==> src/rtl/if_stage_sramlike.sv <==
// Instruction-fetch stage for the MIPS pipeline on an SRAM-like request/response bus.
// Allows several fetches in flight, buffers returned instructions and drops wrong-path data after redirects.
module if_stage_sramlike #(
  parameter logic [31:0] RESET_PC   = 32'hbfc00000,
  parameter logic [31:0] EX_VECTOR  = 32'hbfc00380,
  parameter int          IBUF_DEPTH = 2,
  parameter logic [4:0]  EXC_ADEL   = 5'h04
) (
  input  logic        clk,
  input  logic        reset,
  input  logic        ds_allowin,
  input  logic        br_stall,
  input  logic        br_taken,
  input  logic [31:0] br_target,
  input  logic        ds_is_branch,
  input  logic        ws_ex,
  input  logic        ws_eret,
  input  logic [31:0] cp0_epc,
  output logic        fs_to_ds_valid,
  output logic [70:0] fs_to_ds_bus,
  output logic        inst_req,
  output logic        inst_wr,
  output logic [1:0]  inst_size,
  output logic [31:0] inst_addr,
  output logic [31:0] inst_wdata,
  input  logic        inst_addr_ok,
  input  logic        inst_data_ok,
  input  logic [31:0] inst_rdata
);

  localparam int PW  = (IBUF_DEPTH > 1) ? $clog2(IBUF_DEPTH) : 1;
  localparam int CW  = $clog2(IBUF_DEPTH + 1);
  localparam int CW1 = CW + 1;
  localparam logic [CW:0] DEPTH_W = CW1'(IBUF_DEPTH);

  function automatic logic [PW-1:0] ptr_inc(input logic [PW-1:0] p);
    if (p == PW'(IBUF_DEPTH - 1)) return '0;
    return p + 1'b1;
  endfunction

  // Fetch control state
  logic [31:0]   npc_reg;
  logic [31:0]   hold_addr_reg;
  logic [31:0]   br_tgt_reg;
  logic          hold_reg;
  logic          hold_drop_reg;
  logic          br_pend_reg;
  logic          adel_stall_reg;
  logic [CW-1:0] inflight_reg;
  logic [CW-1:0] inflight_next;
  logic [CW-1:0] buf_count_reg;
  logic [CW-1:0] buf_count_next;

  // In-flight pc FIFO and instruction buffer
  logic [31:0]           pq_pc [IBUF_DEPTH];
  logic [IBUF_DEPTH-1:0] pq_drop_reg;
  logic [IBUF_DEPTH-1:0] pq_drop_next;
  logic [PW-1:0]         pq_wr_reg;
  logic [PW-1:0]         pq_rd_reg;
  logic [31:0]           buf_inst [IBUF_DEPTH];
  logic [31:0]           buf_pc [IBUF_DEPTH];
  logic [IBUF_DEPTH-1:0] buf_ex_reg;
  logic [IBUF_DEPTH-1:0] buf_ex_next;
  logic [PW-1:0]         buf_wr_reg;
  logic [PW-1:0]         buf_rd_reg;

  logic        redirect;
  logic [31:0] redirect_pc;
  logic        br_take;
  logic [31:0] fetch_pc;
  logic [CW:0] occupancy;
  logic        has_room;
  logic        fetch_ok;
  logic        new_req;
  logic        adel_push;
  logic        accept;
  logic        accept_drop;
  logic        resp;
  logic        resp_keep;
  logic        in_valid;
  logic [31:0] in_pc;
  logic [31:0] in_inst;
  logic        in_ex;
  logic        head_valid;
  logic        pop;
  logic        bypass;
  logic        push;
  logic [31:0] out_pc;
  logic [31:0] out_inst;
  logic        out_ex;

  assign redirect    = ws_ex | ws_eret;
  assign redirect_pc = ws_ex ? EX_VECTOR : cp0_epc;
  assign br_take     = br_taken & ~br_stall & ~redirect;
  assign fetch_pc    = br_pend_reg ? br_tgt_reg : npc_reg;
  assign occupancy   = {1'b0, inflight_reg} + {1'b0, buf_count_reg};
  assign has_room    = occupancy < DEPTH_W;

  // New fetches wait out redirect/branch cycles so the old path is never issued there.
  assign fetch_ok  = ~reset & ~hold_reg & ~adel_stall_reg & ~br_stall & ~redirect & ~br_take & has_room;
  assign new_req   = fetch_ok & (fetch_pc[1:0] == 2'b00);
  // Misaligned fetch becomes an exception entry, ordered behind everything still in flight.
  assign adel_push = fetch_ok & (fetch_pc[1:0] != 2'b00) & (inflight_reg == '0);

  assign inst_req    = ~reset & (hold_reg | new_req);
  assign inst_addr   = hold_reg ? hold_addr_reg : fetch_pc;
  assign inst_wr     = 1'b0;
  assign inst_size   = 2'b10;
  assign inst_wdata  = 32'd0;
  assign accept      = inst_req & inst_addr_ok;
  assign accept_drop = hold_reg & (hold_drop_reg | redirect | br_take);

  assign resp      = inst_data_ok & (inflight_reg != '0);
  assign resp_keep = resp & ~pq_drop_reg[pq_rd_reg] & ~redirect;
  assign in_valid  = resp_keep | adel_push;
  assign in_pc     = resp_keep ? pq_pc[pq_rd_reg] : fetch_pc;
  assign in_inst   = resp_keep ? inst_rdata : 32'd0;
  assign in_ex     = adel_push;

  assign head_valid = (buf_count_reg != '0);
  assign pop        = head_valid & ds_allowin & ~redirect;
  assign bypass     = ~head_valid & in_valid & ds_allowin;
  assign push       = in_valid & ~bypass;

  assign out_pc   = head_valid ? buf_pc[buf_rd_reg] : in_pc;
  assign out_inst = head_valid ? buf_inst[buf_rd_reg] : in_inst;
  assign out_ex   = head_valid ? buf_ex_reg[buf_rd_reg] : in_ex;

  assign fs_to_ds_valid = ~reset & (head_valid | in_valid) & ~redirect;
  assign fs_to_ds_bus   = {ds_is_branch, out_ex, (out_ex ? EXC_ADEL : 5'd0), out_inst, out_pc};

  for (genvar gi = 0; gi < IBUF_DEPTH; gi++) begin : g_entry
    logic pq_we;
    logic buf_we;
    assign pq_we  = accept & (pq_wr_reg == PW'(gi));
    assign buf_we = push & (buf_wr_reg == PW'(gi));
    // A redirect kills every fetch still on the bus; a fresh entry takes its own flag.
    assign pq_drop_next[gi] = pq_we ? accept_drop : (pq_drop_reg[gi] | redirect);
    assign buf_ex_next[gi]  = buf_we ? in_ex : buf_ex_reg[gi];
  end

  always_comb begin
    inflight_next = inflight_reg;
    if (accept && !resp)      inflight_next = inflight_reg + 1'b1;
    else if (!accept && resp) inflight_next = inflight_reg - 1'b1;
  end

  always_comb begin
    buf_count_next = buf_count_reg;
    if (redirect)           buf_count_next = '0;
    else if (push && !pop)  buf_count_next = buf_count_reg + 1'b1;
    else if (!push && pop)  buf_count_next = buf_count_reg - 1'b1;
  end

  always_ff @(posedge clk) begin
    if (reset) begin
      npc_reg        <= RESET_PC;
      hold_addr_reg  <= '0;
      br_tgt_reg     <= '0;
      hold_reg       <= 1'b0;
      hold_drop_reg  <= 1'b0;
      br_pend_reg    <= 1'b0;
      adel_stall_reg <= 1'b0;
      inflight_reg   <= '0;
      buf_count_reg  <= '0;
      pq_drop_reg    <= '0;
      pq_wr_reg      <= '0;
      pq_rd_reg      <= '0;
      buf_ex_reg     <= '0;
      buf_wr_reg     <= '0;
      buf_rd_reg     <= '0;
    end else begin
      if (redirect) begin
        npc_reg        <= redirect_pc;
        br_pend_reg    <= 1'b0;
        adel_stall_reg <= 1'b0;
      end else begin
        if (br_take) begin
          br_pend_reg <= 1'b1;
          br_tgt_reg  <= br_target;
        end else if (new_req) begin
          npc_reg     <= fetch_pc + 32'd4;
          br_pend_reg <= 1'b0;
        end
        if (adel_push) adel_stall_reg <= 1'b1;
      end

      // Address stays frozen until the bus takes it; a killed hold still completes.
      if (inst_req && !inst_addr_ok) begin
        hold_reg      <= 1'b1;
        hold_addr_reg <= inst_addr;
        hold_drop_reg <= accept_drop;
      end else if (accept) begin
        hold_reg      <= 1'b0;
        hold_drop_reg <= 1'b0;
      end

      inflight_reg  <= inflight_next;
      buf_count_reg <= buf_count_next;
      pq_drop_reg   <= pq_drop_next;
      buf_ex_reg    <= buf_ex_next;
      if (accept) pq_wr_reg <= ptr_inc(pq_wr_reg);
      if (resp)   pq_rd_reg <= ptr_inc(pq_rd_reg);
      if (redirect) begin
        buf_wr_reg <= '0;
        buf_rd_reg <= '0;
      end else begin
        if (push) buf_wr_reg <= ptr_inc(buf_wr_reg);
        if (pop)  buf_rd_reg <= ptr_inc(buf_rd_reg);
      end
    end
  end

  always_ff @(posedge clk) begin
    if (accept) pq_pc[pq_wr_reg] <= inst_addr;
    if (push) begin
      buf_inst[buf_wr_reg] <= in_inst;
      buf_pc[buf_wr_reg]   <= in_pc;
    end
  end

endmodule

==> config.mk <==
export PLATFORM = sky130hd
export DESIGN_NAME = if_stage_sramlike
export DESIGN_NICKNAME = d
export VERILOG_FILES = /design/src/rtl/if_stage_sramlike.sv
export SDC_FILE = /design/constraint.sdc
export NUM_CORES = 1
export LEC_CHECK = 0
export CORE_MARGIN = 2
export CORE_UTILIZATION = 45
export CTS_BUF_LIST = sky130_fd_sc_hd__clkbuf_16
export DETAILED_ROUTE_END_ITERATION = 8
export PLACE_DENSITY = 0.7
export SYNTH_ARGS = -nofsm -noshare
export SYNTH_HDL_FRONTEND = slang
export SYNTH_SLANG_ARGS = --single-unit
==> constraint.sdc <==
create_clock -name clk -period 6.7 [get_ports clk]
set_clock_uncertainty 0.05 [all_clocks]
set_input_delay 1.005 -clock clk [delete_from_list [all_inputs] [get_ports clk]]
set_output_delay 1.005 -clock clk [all_outputs]
set_load 0.02 [all_outputs]
======== Yosys cells after proc, flatten, opt, wreduce, memory -nomap -nowiden ========
Memories as Yosys holds them, arrays and structs flattened. A register that Yosys moved wholly into a read port is not among the register bits.
Cells that the tools add are included.
word-level totals
  bits in registers ....................... 112
  latch bits .............................. 0
  memory bits (writable) .................. 192
  ROM bits ................................ 0
  input port bits ......................... 106
  output and inout bits ................... 140
  memories ................................ 3
cells by class
  add/subtract/negate cells ............... 10
  multiply operators ...................... 0
  div/mod/pow operators ................... 0
  magnitude comparators ................... 3
  eq/ne operators ......................... 1
  shifts and indexed selects .............. 0
  muxes and demuxes ....................... 59
  bitwise logic cells ..................... 47
  reductions and logical operators ........ 23
memories
  memory    words  bits a word  rd ports  clocked after Yosys merged registers in  wr ports  RTL line  text
  buf_inst  2      32           1         1                                        1         60        logic [31:0] buf_inst [IBUF_DEPTH];
  buf_pc    2      32           1         1                                        1         61        logic [31:0] buf_pc [IBUF_DEPTH];
  pq_pc     2      32           1         1                                        1         55        logic [31:0] pq_pc [IBUF_DEPTH];
operators by type and width
  cell                                                 number
  two-way mux 32 bit                                   10
  two-way mux 1 bit                                    44
  adder 32 x 3 -> 32 bit (second input constant)       1
  AND 1 bit                                            28
  nonzero test 2 bit                                   8
  NOT 1 bit                                            11
  two-way mux 2 bit                                    4
  bitwise OR 1 bit                                     8
  logical AND 1 bit                                    5
  logical NOT 1 bit                                    5
  adder 1 bit (second input constant)                  4
  adder 2 x 1 -> 2 bit (second input constant)         2
  logical NOT 2 bit                                    2
  < comparator 1 x 2 -> 1 bit (second input constant)  2
  AND reduction 2 bit                                  2
  subtractor 2 x 1 -> 2 bit (second input constant)    2
  adder 2 x 2 -> 3 bit                                 1
  < comparator 3 x 2 -> 1 bit (second input constant)  1
  two-way mux 3 bit                                    1
  inequality test 2 bit (second input constant)        1
  OR reduction 2 bit                                   1

======== Logic depth before layout (Yosys ltp) ========
Gate-level depths: netlist of the first run.
  word-level depth ........................ 18
  mapped depth ............................ 11
  mapped depth without buffers ............ 10

======== Least setup slack after synthesis of the first run ========
Ideal clock, no wire load.
  path type ............................... input -> register
  from .................................... input br_stall
  to ...................................... memory pq_pc[0][0], enable pin
  setup time .............................. 520 ps
  arrival ................................. 5586 ps
  required time ........................... 6130 ps
  path slack .............................. 544 ps
  stages on the path ...................... 4
  path buffers ............................ 0
  cell sequence ........................... or4_4 a2111oi_4 a31oi_2 nor4b_1
on the way
  cells in the longest elaborated chain, start to end .. 12
RTL lines
  what                                       RTL line  text
  start, declared                            12        input logic br_stall,
  NOT 1 bit *                                94, 100
  AND 1 bit (2 in series)                    94        assign br_take = br_taken & ~br_stall & ~redirect;
  NOT 1 bit                                  100       assign fetch_ok = ~reset & ~hold_reg & ~adel_stall_reg & ~br_stall & ~redirect & ~br_take & has_room;
  AND 1 bit * (2 in series)                  100
  AND 1 bit *                                101       assign new_req = fetch_ok & (fetch_pc[1:0] == 2'b00);
  bitwise OR 1 bit *                         105       assign inst_req = ~reset & (hold_reg | new_req);
  AND 1 bit *                                105
  AND 1 bit *                                110       assign accept = inst_req & inst_addr_ok;
  two-way mux 1 bit *                        215       if (accept) pq_pc[pq_wr_reg] <= inst_addr;
  two-way mux 1 bit (implied by the code) *  215
  end, declared                              55
Mark *: on every way between the ends. The rest lies on a longest branch, timed or not.

======== Final worst setup path of the first run ========
  from .................................... input ws_ex
  to ...................................... output fs_to_ds_bus[19]
on the way
  cells in the longest elaborated chain, start to end .. 5
RTL lines
  what                        RTL line  text
  start, declared             16        input logic ws_ex,
  bitwise OR 1 bit            92        assign redirect = ws_ex | ws_eret;
  NOT 1 bit (no source line)  n/a
  AND 1 bit                   114       assign resp_keep = resp & ~pq_drop_reg[pq_rd_reg] & ~redirect;
  two-way mux 32 bit          116       assign in_pc = resp_keep ? pq_pc[pq_rd_reg] : fetch_pc;
  via in_pc[19]               81        logic [31:0] in_pc;
  two-way mux 32 bit          125       assign out_pc = head_valid ? buf_pc[buf_rd_reg] : in_pc;
  end, declared               20        output logic [70:0] fs_to_ds_bus,
The timed path passes the listed nets, and every way through them passes these cells.

==> key figures, run 1 <==
Route
  – Via Count: 10,170
  – Pre-antenna DRT Iters: 5
  – Residual antenna-violating net count after detailed routing: 0
  – Post-detailed-route via-to-cell ratio: 5.444
  – Sum of routed wire length over all layers: 36.02 mm
  – Starting DRT DRC Count: 859
  – DR WL/cell: 19.28 um
  – Count of unresolved DRC violations after routing: 0

Global route
  – Total global routing track utilization: 0.2131
  – Remaining global-route overflow: 0
  – Vias in the first global route: 9,909
  – Antenna violations before repair: 0
  – Pin count of the biggest net entering global routing: 98
  – First-pass GRT wire length: 55.31 mm

STA
  – Portion of the clock cycle consumed by the worst path in the final layout: 0.7873
  – Setup repair after global routing missed its margin: no
  – Final setup fails: 0
  – Achievable clock frequency: 189.6 MHz
  – Total Neg Setup Slack: 0 ns
  – Final Hold Violating Endpoints: 0
  – Final Worst Setup Slack: 1.425 ns
  – Final worst path period need: 5.275 ns
  – Final-layout worst hold slack: 0.4087 ns
  – Worst slew margin relative to its limit: 0.2403
  – Worst Max-Slew Pin Slew: 1.140 ns
  – Number of pins with negative max-slew slack in the final report: 0

Critical path
  – CP Class: in2out
  – Number of cells on the worst reg-to-reg path: 8
  – Max incr delay on CP: 0.64 ns
  – Worst path required time: 5.64 ns
  – Crit path arrival time: 4.22 ns
  – Kind of end point of the critical path: primary output
  – CP dominant cell by count: sky130_fd_sc_hd__clkdlybuf4s50_1
  – Peak fanout along the critical path: 97
  – Worst Setup Start Kind: primary input
  – Slowest stage cell, crit path: sky130_fd_sc_hd__clkdlybuf4s50_1
  – Cell breakdown of the critical path: clkdlybuf4s50_1, or2_2, a2111oi_4, buf_12, nor2_1, a21oi_1, nand2_1, o21ai_0, clkdlybuf4s50_1

Clocking
  – Count of buffers added by post-CTS timing repair for setup: 0
  – Number of hold buffers added after cts: 0
  – Clock latency on the worst-skew pair: 0.52 ns
  – H-tree level count: 2
  – Clock tree from TritonCTS: yes
  – Clk Tree Root Cell: sky130_fd_sc_hd__clkbuf_16
  – Clock input transition at the sequential cells of the worst setup and hold paths: 0.05 ns
  – Number of buffers between clock root and the deepest sink: 3
  – Number of buffers added by the clock tree synthesis step: 34
  – Clock sinks: 306
  – Total of cells resized after clock tree synthesis: 0

Outcome
  – Run status: finished, final reports clean

Floorplanning
  – Die area: 33,090 um2
  – Die Height: 181.9 um
  – I/O pins: 246
  – Placeable core region: 31,390 um2
  – Chip width: 181.9 um
  – Row count: 65
  – Initial core utilization: 0.4538

Synth
  – Count of flip-flops with a built-in enable after synthesis: 192
  – Mean area per synthesized cell: 11.22 um2
  – Synth unique cells: 66
  – Count of mapped cells out of synthesis: 1,270
  – Seq cells post-synth: 306
  – Predominant post-synthesis flop cell: sky130_fd_sc_hd__edfxtp_1
  – Fraction of synthesis flops using an asynchronous set or reset pin: 0
  – Area of the mapped netlist: 14,240 um2
  – Count of yosys warnings during synthesis: 0
  – Proportion of synthesized chip area in sequential cells: 0.5650

Final layout
  – Synthesis-to-finish area growth: 23.29%
  – Antenna Cells: 0
  – Registers with the most flip-flops: buf_inst: 64 flops, buf_pc: 64 flops, pq_pc: 64 flops
  – NumNets Final: 1,551
  – Post-route cell area: 17,560 um2
  – Final cell count without fillers: 1,868
  – Filler instances: 2,673
  – Post-layout util: 0.5595
  – Ratio of cells with drive above 1 in the final layout: 0.1037

Worst hold path
  – Worst min-delay path class: reg2reg
  – Hold-critical path depth: 2

Placed design
  – Count of input and output buffers: 204
  – RePlAce Congestion: 0.9092
  – Standard cell area after detailed placement: 16,470 um2
  – Setup slack at placement: 1.452 ns
  – Placed cell count: 1,807
  – Post-DP HPWL: 24.09 mm

Pwr
  – Leakage: 6.266 nW
  – Overall power consumption: 4.374 mW
  – Pwr/cell area: 249.1 nW/um2
  – Worst supply voltage drop on vdd: 0.1832 mV

Job
  – Count of max-cap constraint violations: 0
==> layer usage <==
metal  part of all wire  vias to the layer above  global-route usage  wire length, um
li1                   -                     4880                   -                -
met1               0.46                     4880              0.3103            16650
met2               0.44                      358              0.3251            15900
met3              0.073                       51             0.04132             2643
met4              0.023                        0             0.06000              833
met5                  0                        -                   0                0
==> cell usage after synthesis (all sizes together), types with 10 or more instances <==
cell type  number  area, um2
dfxtp         114       2282
o21ai          81      405.4
xnor2          20      175.2
mux2i         104       1041
a21oi          84      420.4
mux2           63      709.4
nand2         152      570.6
clkbuf         58      217.7
buf            65      452.9
xor2           13      113.9
a21o           34      255.2
a22oi          11      87.58
nor2           67      251.5
nor3           15      80.08
nand4          10      62.56
edfxtp        192       5766
nand3          15      75.07
and2           39      244.0
and3           34      212.7
==> area by class of cell <==
| type | count | area [um2] | share of cell area |
|---|---|---|---|
| Tap cell | 402 | 503.0 | 0.02864 |
| Clock buffer | 36 | 900.9 | 0.05129 |
| Timing Repair Buffer | 221 | 2215 | 0.1261 |
| Inverter | 5 | 18.77 | 0.001069 |
| Sequential cell | 306 | 8054 | 0.4586 |
| Multi-Input combinational cell | 873 | 5684 | 0.3236 |
| Clock inverter | 25 | 187.7 | 0.01069 |
==> cells in the final DEF, fill, tap and decap left out, types with 13 or more instances in the layout <==
master                              n
sky130_fd_sc_hd__clkdlybuf4s50_1  203
sky130_fd_sc_hd__edfxtp_1         192
sky130_fd_sc_hd__nand2_1          152
sky130_fd_sc_hd__dfxtp_1          111
sky130_fd_sc_hd__mux2i_1          104
sky130_fd_sc_hd__a21oi_1           84
sky130_fd_sc_hd__o21ai_0           81
sky130_fd_sc_hd__nor2_1            66
sky130_fd_sc_hd__mux2_2            63
sky130_fd_sc_hd__conb_1            39
sky130_fd_sc_hd__and2_1            38
sky130_fd_sc_hd__clkbuf_16         36
sky130_fd_sc_hd__and3_1            34
sky130_fd_sc_hd__a21o_1            34
sky130_fd_sc_hd__xnor2_1           20
sky130_fd_sc_hd__nand3_1           15
sky130_fd_sc_hd__nor3_1            14
sky130_fd_sc_hd__xor2_1            13
sky130_fd_sc_hd__buf_4             13
==> where the power goes <==
group | internal, mW | leakage (nW) | switching [mW]
Sequential | 2.03 | 2.56 | 0.0491
Clock | 1.06 | 0.562 | 0.752
Combinational | 0.219 | 3.14 | 0.261
==> critical path, delay by kind of cell <==
family                 cells  cell delay [ns]
and+or+nand+nor            3             0.69
buffers and inverters      3             1.67
AOI/OAI and AO/OA          3             0.81
==> cells by family (layout without fill, tap and decap cells) <==
group | Yosys count | after routing | synth area share
simple gates | 377 | 377 | 0.1299
flops | 306 | 306 | 0.5650
compound gates | 253 | 253 | 0.1090
mux | 167 | 167 | 0.1229
buf+inv | 128 | 287 | 0.04840
xor+xnor | 33 | 33 | 0.02029
fa+ha+maj | 4 | 4 | 0.004041
other cells | 2 | 39 | 0.0005272
==> final timing paths <==
check | endpoint | startpoint | slack (ns)
min reg2reg | buf_ex_reg[1] | buf_ex_reg[1] | 0.41
max | fs_to_ds_bus[19] | ws_ex | 1.43
min | buf_ex_reg[1] | buf_ex_reg[1] | 0.41
max reg2reg | pq_pc[1][7] | buf_count_reg[0] | 2.64
Note: power is estimated with default switching activity, not from simulation.
==> run 2, diff against run 1 <==
PLACE_DENSITY = 0.72   (was 0.7)
clock period = 4.4 ns   (was 6.7 ns; I/O delays follow)
==> run 2 against run 1 <==
  * Worst setup slack got worse by 1.3 ns
  * Clock power is 60% higher
  * Worst hold slack gained 0.0049 ns
  * Non-clock buffer count increased by 15
  * Sequential power grew 51%
  * First-iteration DRC count decreased by 7.9%
  * Final cell count up 0.86%
  * Final area rose by 1.6%
  * Via count grew 0.54%
  * Power is 55% higher
  * Combinational power grew 59%
  * Sequential share of layout area down 0.73 points
  * Largest power group unchanged
  * Highest routed layer unchanged
==> key figures, run 2 (synthesis results as in run 1) <==
Critical path
  – R2R Path Start: buf_count_reg[0]
  – Number of cells on the worst reg-to-reg path: 9 (+1)
  – Peak fanout along the critical path: 5 (-95%)
  – Cell breakdown of the critical path: and2_1, fa_1, or4_4, a2111oi_4, a31oi_2, nor2_1, clkdlybuf4s50_1
  – CP Class: reg2out
  – Path length in cells of the critical path: 7 (-2)
  – Critical path origin: buf_count_reg[0]
  – Slowest stage cell, crit path: sky130_fd_sc_hd__clkdlybuf4s50_1
  – Max incr delay on CP: 0.65 ns (about the same)
  – Worst setup path endpoint: inst_req
  – Kind of end point of the critical path: primary output
  – Setup slack of the most critical reg-to-reg path: 0.71 ns (-1.93 ns)
  – Worst path bufs/invs: 1 (-2)
  – Worst Setup Start Kind: register
  – Capture point of the worst reg-to-reg path: inflight_reg[1]
  – Worst path required time: 3.69 ns (-1.95 ns)
  – Family of cells with the greatest summed delay on the critical path: simple AND/OR/NAND/NOR gates
  – Crit path arrival time: 3.56 ns (-0.66 ns)

Floorplanning
  – Initial core utilization: 0.4538 (unchanged)
  – Chip width: 181.9 um (unchanged)
  – Row count: 65 (unchanged)
  – Die Height: 181.9 um (unchanged)
  – I/O pins: 246 (unchanged)
  – Placeable core region: 31,390 um2 (unchanged)
  – Die area: 33,090 um2 (unchanged)

Clocking
  – Clock tree from TritonCTS: yes
  – Clk Tree Root Cell: sky130_fd_sc_hd__clkbuf_16
  – Number of buffers between clock root and the deepest sink: 3 (unchanged)
  – Clock latency on the worst-skew pair: 0.51 ns (about the same)
  – Clock sinks: 306 (unchanged)
  – Count of buffers added by post-CTS timing repair for setup: 0 (unchanged)
  – Clock input transition at the sequential cells of the worst setup and hold paths: 0.06 ns (about the same)
  – H-tree level count: 2 (unchanged)
  – Number of hold buffers added after cts: 0 (unchanged)
  – Number of buffers added by the clock tree synthesis step: 34 (unchanged)

Route
  – Pre-antenna DRT Iters: 5 (unchanged)
  – Starting DRT DRC Count: 791 (-7.9%)
  – Count of unresolved DRC violations after routing: 0 (unchanged)
  – Post-detailed-route via-to-cell ratio: 5.427 (-0.31%)
  – Sum of routed wire length over all layers: 35.61 mm (-1.1%)
  – DR WL/cell: 18.90 um (-2.0%)
  – Residual antenna-violating net count after detailed routing: 0 (unchanged)
  – Via Count: 10,220 (+0.54%)

STA
  – Setup repair after global routing missed its margin: no
  – Final Hold Violating Endpoints: 0 (unchanged)
  – Total Neg Setup Slack: 0 ns (unchanged)
  – Portion of the clock cycle consumed by the worst path in the final layout: 0.9702
  – Final worst path period need: 4.269 ns
  – Worst slew margin relative to its limit: 0.3715 (+0.1312)
  – Number of pins with negative max-slew slack in the final report: 0 (unchanged)
  – Final-layout worst hold slack: 0.4136 ns (+0.004884 ns)
  – Worst Max-Slew Pin Slew: 0.9405 ns (-0.1991 ns)
  – Final setup fails: 0 (unchanged)
  – Achievable clock frequency: 234.2 MHz

Final layout
  – Registers with the most flip-flops: buf_inst: 64 flops, buf_pc: 64 flops, pq_pc: 64 flops
  – Post-layout util: 0.5685 (+0.009007)
  – Synthesis-to-finish area growth: 25.28%
  – Most frequent cells in the layout: 201 x sky130_fd_sc_hd__clkdlybuf4s50_1, 192 x sky130_fd_sc_hd__edfxtp_1, 152 x sky130_fd_sc_hd__nand2_1
  – Filler instances: 2,629 (-1.6%)
  – Antenna Cells: 0 (unchanged)
  – Most common cell after layout, fill and taps aside: sky130_fd_sc_hd__clkdlybuf4s50_1
  – NumNets Final: 1,566 (+0.97%)
  – Ratio of cells with drive above 1 in the final layout: 0.1161 (+0.01238)

Global route
  – First-pass GRT wire length: 55.20 mm (-0.20%)
  – Total global routing track utilization: 0.2104 (-0.002646)
  – Antenna violations before repair: 0 (unchanged)
  – Pin count of the biggest net entering global routing: 64 (-35%)
  – Remaining global-route overflow: 0 (unchanged)
  – Vias in the first global route: 9,816 (-0.94%)

Worst hold path
  – Worst min-delay path class: reg2reg

Outcome
  – Run status: finished, final reports clean

Placed design
  – RePlAce Congestion: 0.8980 (-1.2%)
  – Post-DP HPWL: 24.58 mm (+2.0%)
  – Count of input and output buffers: 204 (unchanged)

Pwr
  – Pwr/cell area: 381.1 nW/um2 (+53%)
  – Leakage: 6.417 nW (+2.4%)
  – Worst supply voltage drop on vdd: 0.2854 mV (+56%)

Job
  – Count of max-cap constraint violations: 0 (unchanged)
run 2: cell count changes in the layout (fill, tap and decap cells not counted), sizes merged:
cell / before / now
inv: 14 / 8
clkinvlp: 0 / 4
clkinv: 14 / 15
clkdlybuf4s50: 203 / 201
buf: 18 / 33
dlymetal6s2s: 0 / 2
bufinv: 2 / 4
run 2: worst reg2reg max path: stages (launching register included):
cell and delay [ns]:
sky130_fd_sc_hd__dfxtp_1 0.46, sky130_fd_sc_hd__and2_1 0.19, sky130_fd_sc_hd__fa_1 0.43, sky130_fd_sc_hd__or4_4 0.53
sky130_fd_sc_hd__a2111oi_4 0.38, sky130_fd_sc_hd__a31oi_2 0.23, sky130_fd_sc_hd__nor3b_1 0.50, sky130_fd_sc_hd__ha_1 0.36
sky130_fd_sc_hd__or3_1 0.35, sky130_fd_sc_hd__a21oi_1 0.15
run 2: area by class of cell:
type / instances / area, um2 / area share
Tap cell: 402 / 503.0 / 0.02818
Sequential cell: 306 / 8054 / 0.4513
Clock buffer: 36 / 900.9 / 0.05048
Clock inverter: 26 / 256.5 / 0.01437
Inverter: 5 / 18.77 / 0.001052
Multi-Input combinational cell: 873 / 5693 / 0.3190
Timing Repair Buffer: 236 / 2420 / 0.1356
run 2: what timing repair did:
item | CTS | global route
gates resized for setup | 0 | 2
hold endpoints to repair | 0 | 0
endpoints found under the setup margin | 0 | 2
run 2: where the power goes:
group,internal (mW),total (mW),switching [mW]
Clock,1.73,2.89,1.16
Sequential,3.10,3.15,0.0484
Combinational,0.343,0.767,0.424
Total,5.17,6.80,1.63
run 2: worst min-delay path by stage:
stage | startpoint | slack [ns] | end | depth (start not counted)
2_1_floorplan | buf_ex_reg[0] | 0.38 | buf_ex_reg[0] | 2
5_1_grt | buf_ex_reg[0] | 0.43 | buf_ex_reg[0] | 2
3_5_place_dp | br_tgt_reg[31] | 0.40 | br_tgt_reg[31] | 2
4_1_cts | br_tgt_reg[31] | 0.41 | br_tgt_reg[31] | 2
6_report | br_tgt_reg[31] | 0.41 | br_tgt_reg[31] | 2
3_3_place_gp | buf_ex_reg[0] | 0.39 | buf_ex_reg[0] | 2
run 2: metrics by stage:
stage	power [mW]	std cells	setup slack (ns)	area, um2
floorplan	3.658	1307	0.02068	14390
global placement	3.959	1822	0.2332	16680
CTS	6.847	1884	0.07054	17840
global route	7.038	1884	0.009020	17850
finish	6.801	1884	0.1310	17850
detailed placement	3.967	1822	0.2359	16680
run 2: per-layer routing:
metal,track usage,up-vias,wire length (um)
li1,-,4918,-
met1,0.3123,4876,16660
met2,0.3220,384,15800
met3,0.03851,46,2531
met4,0.04548,0,612
met5,0,-,0
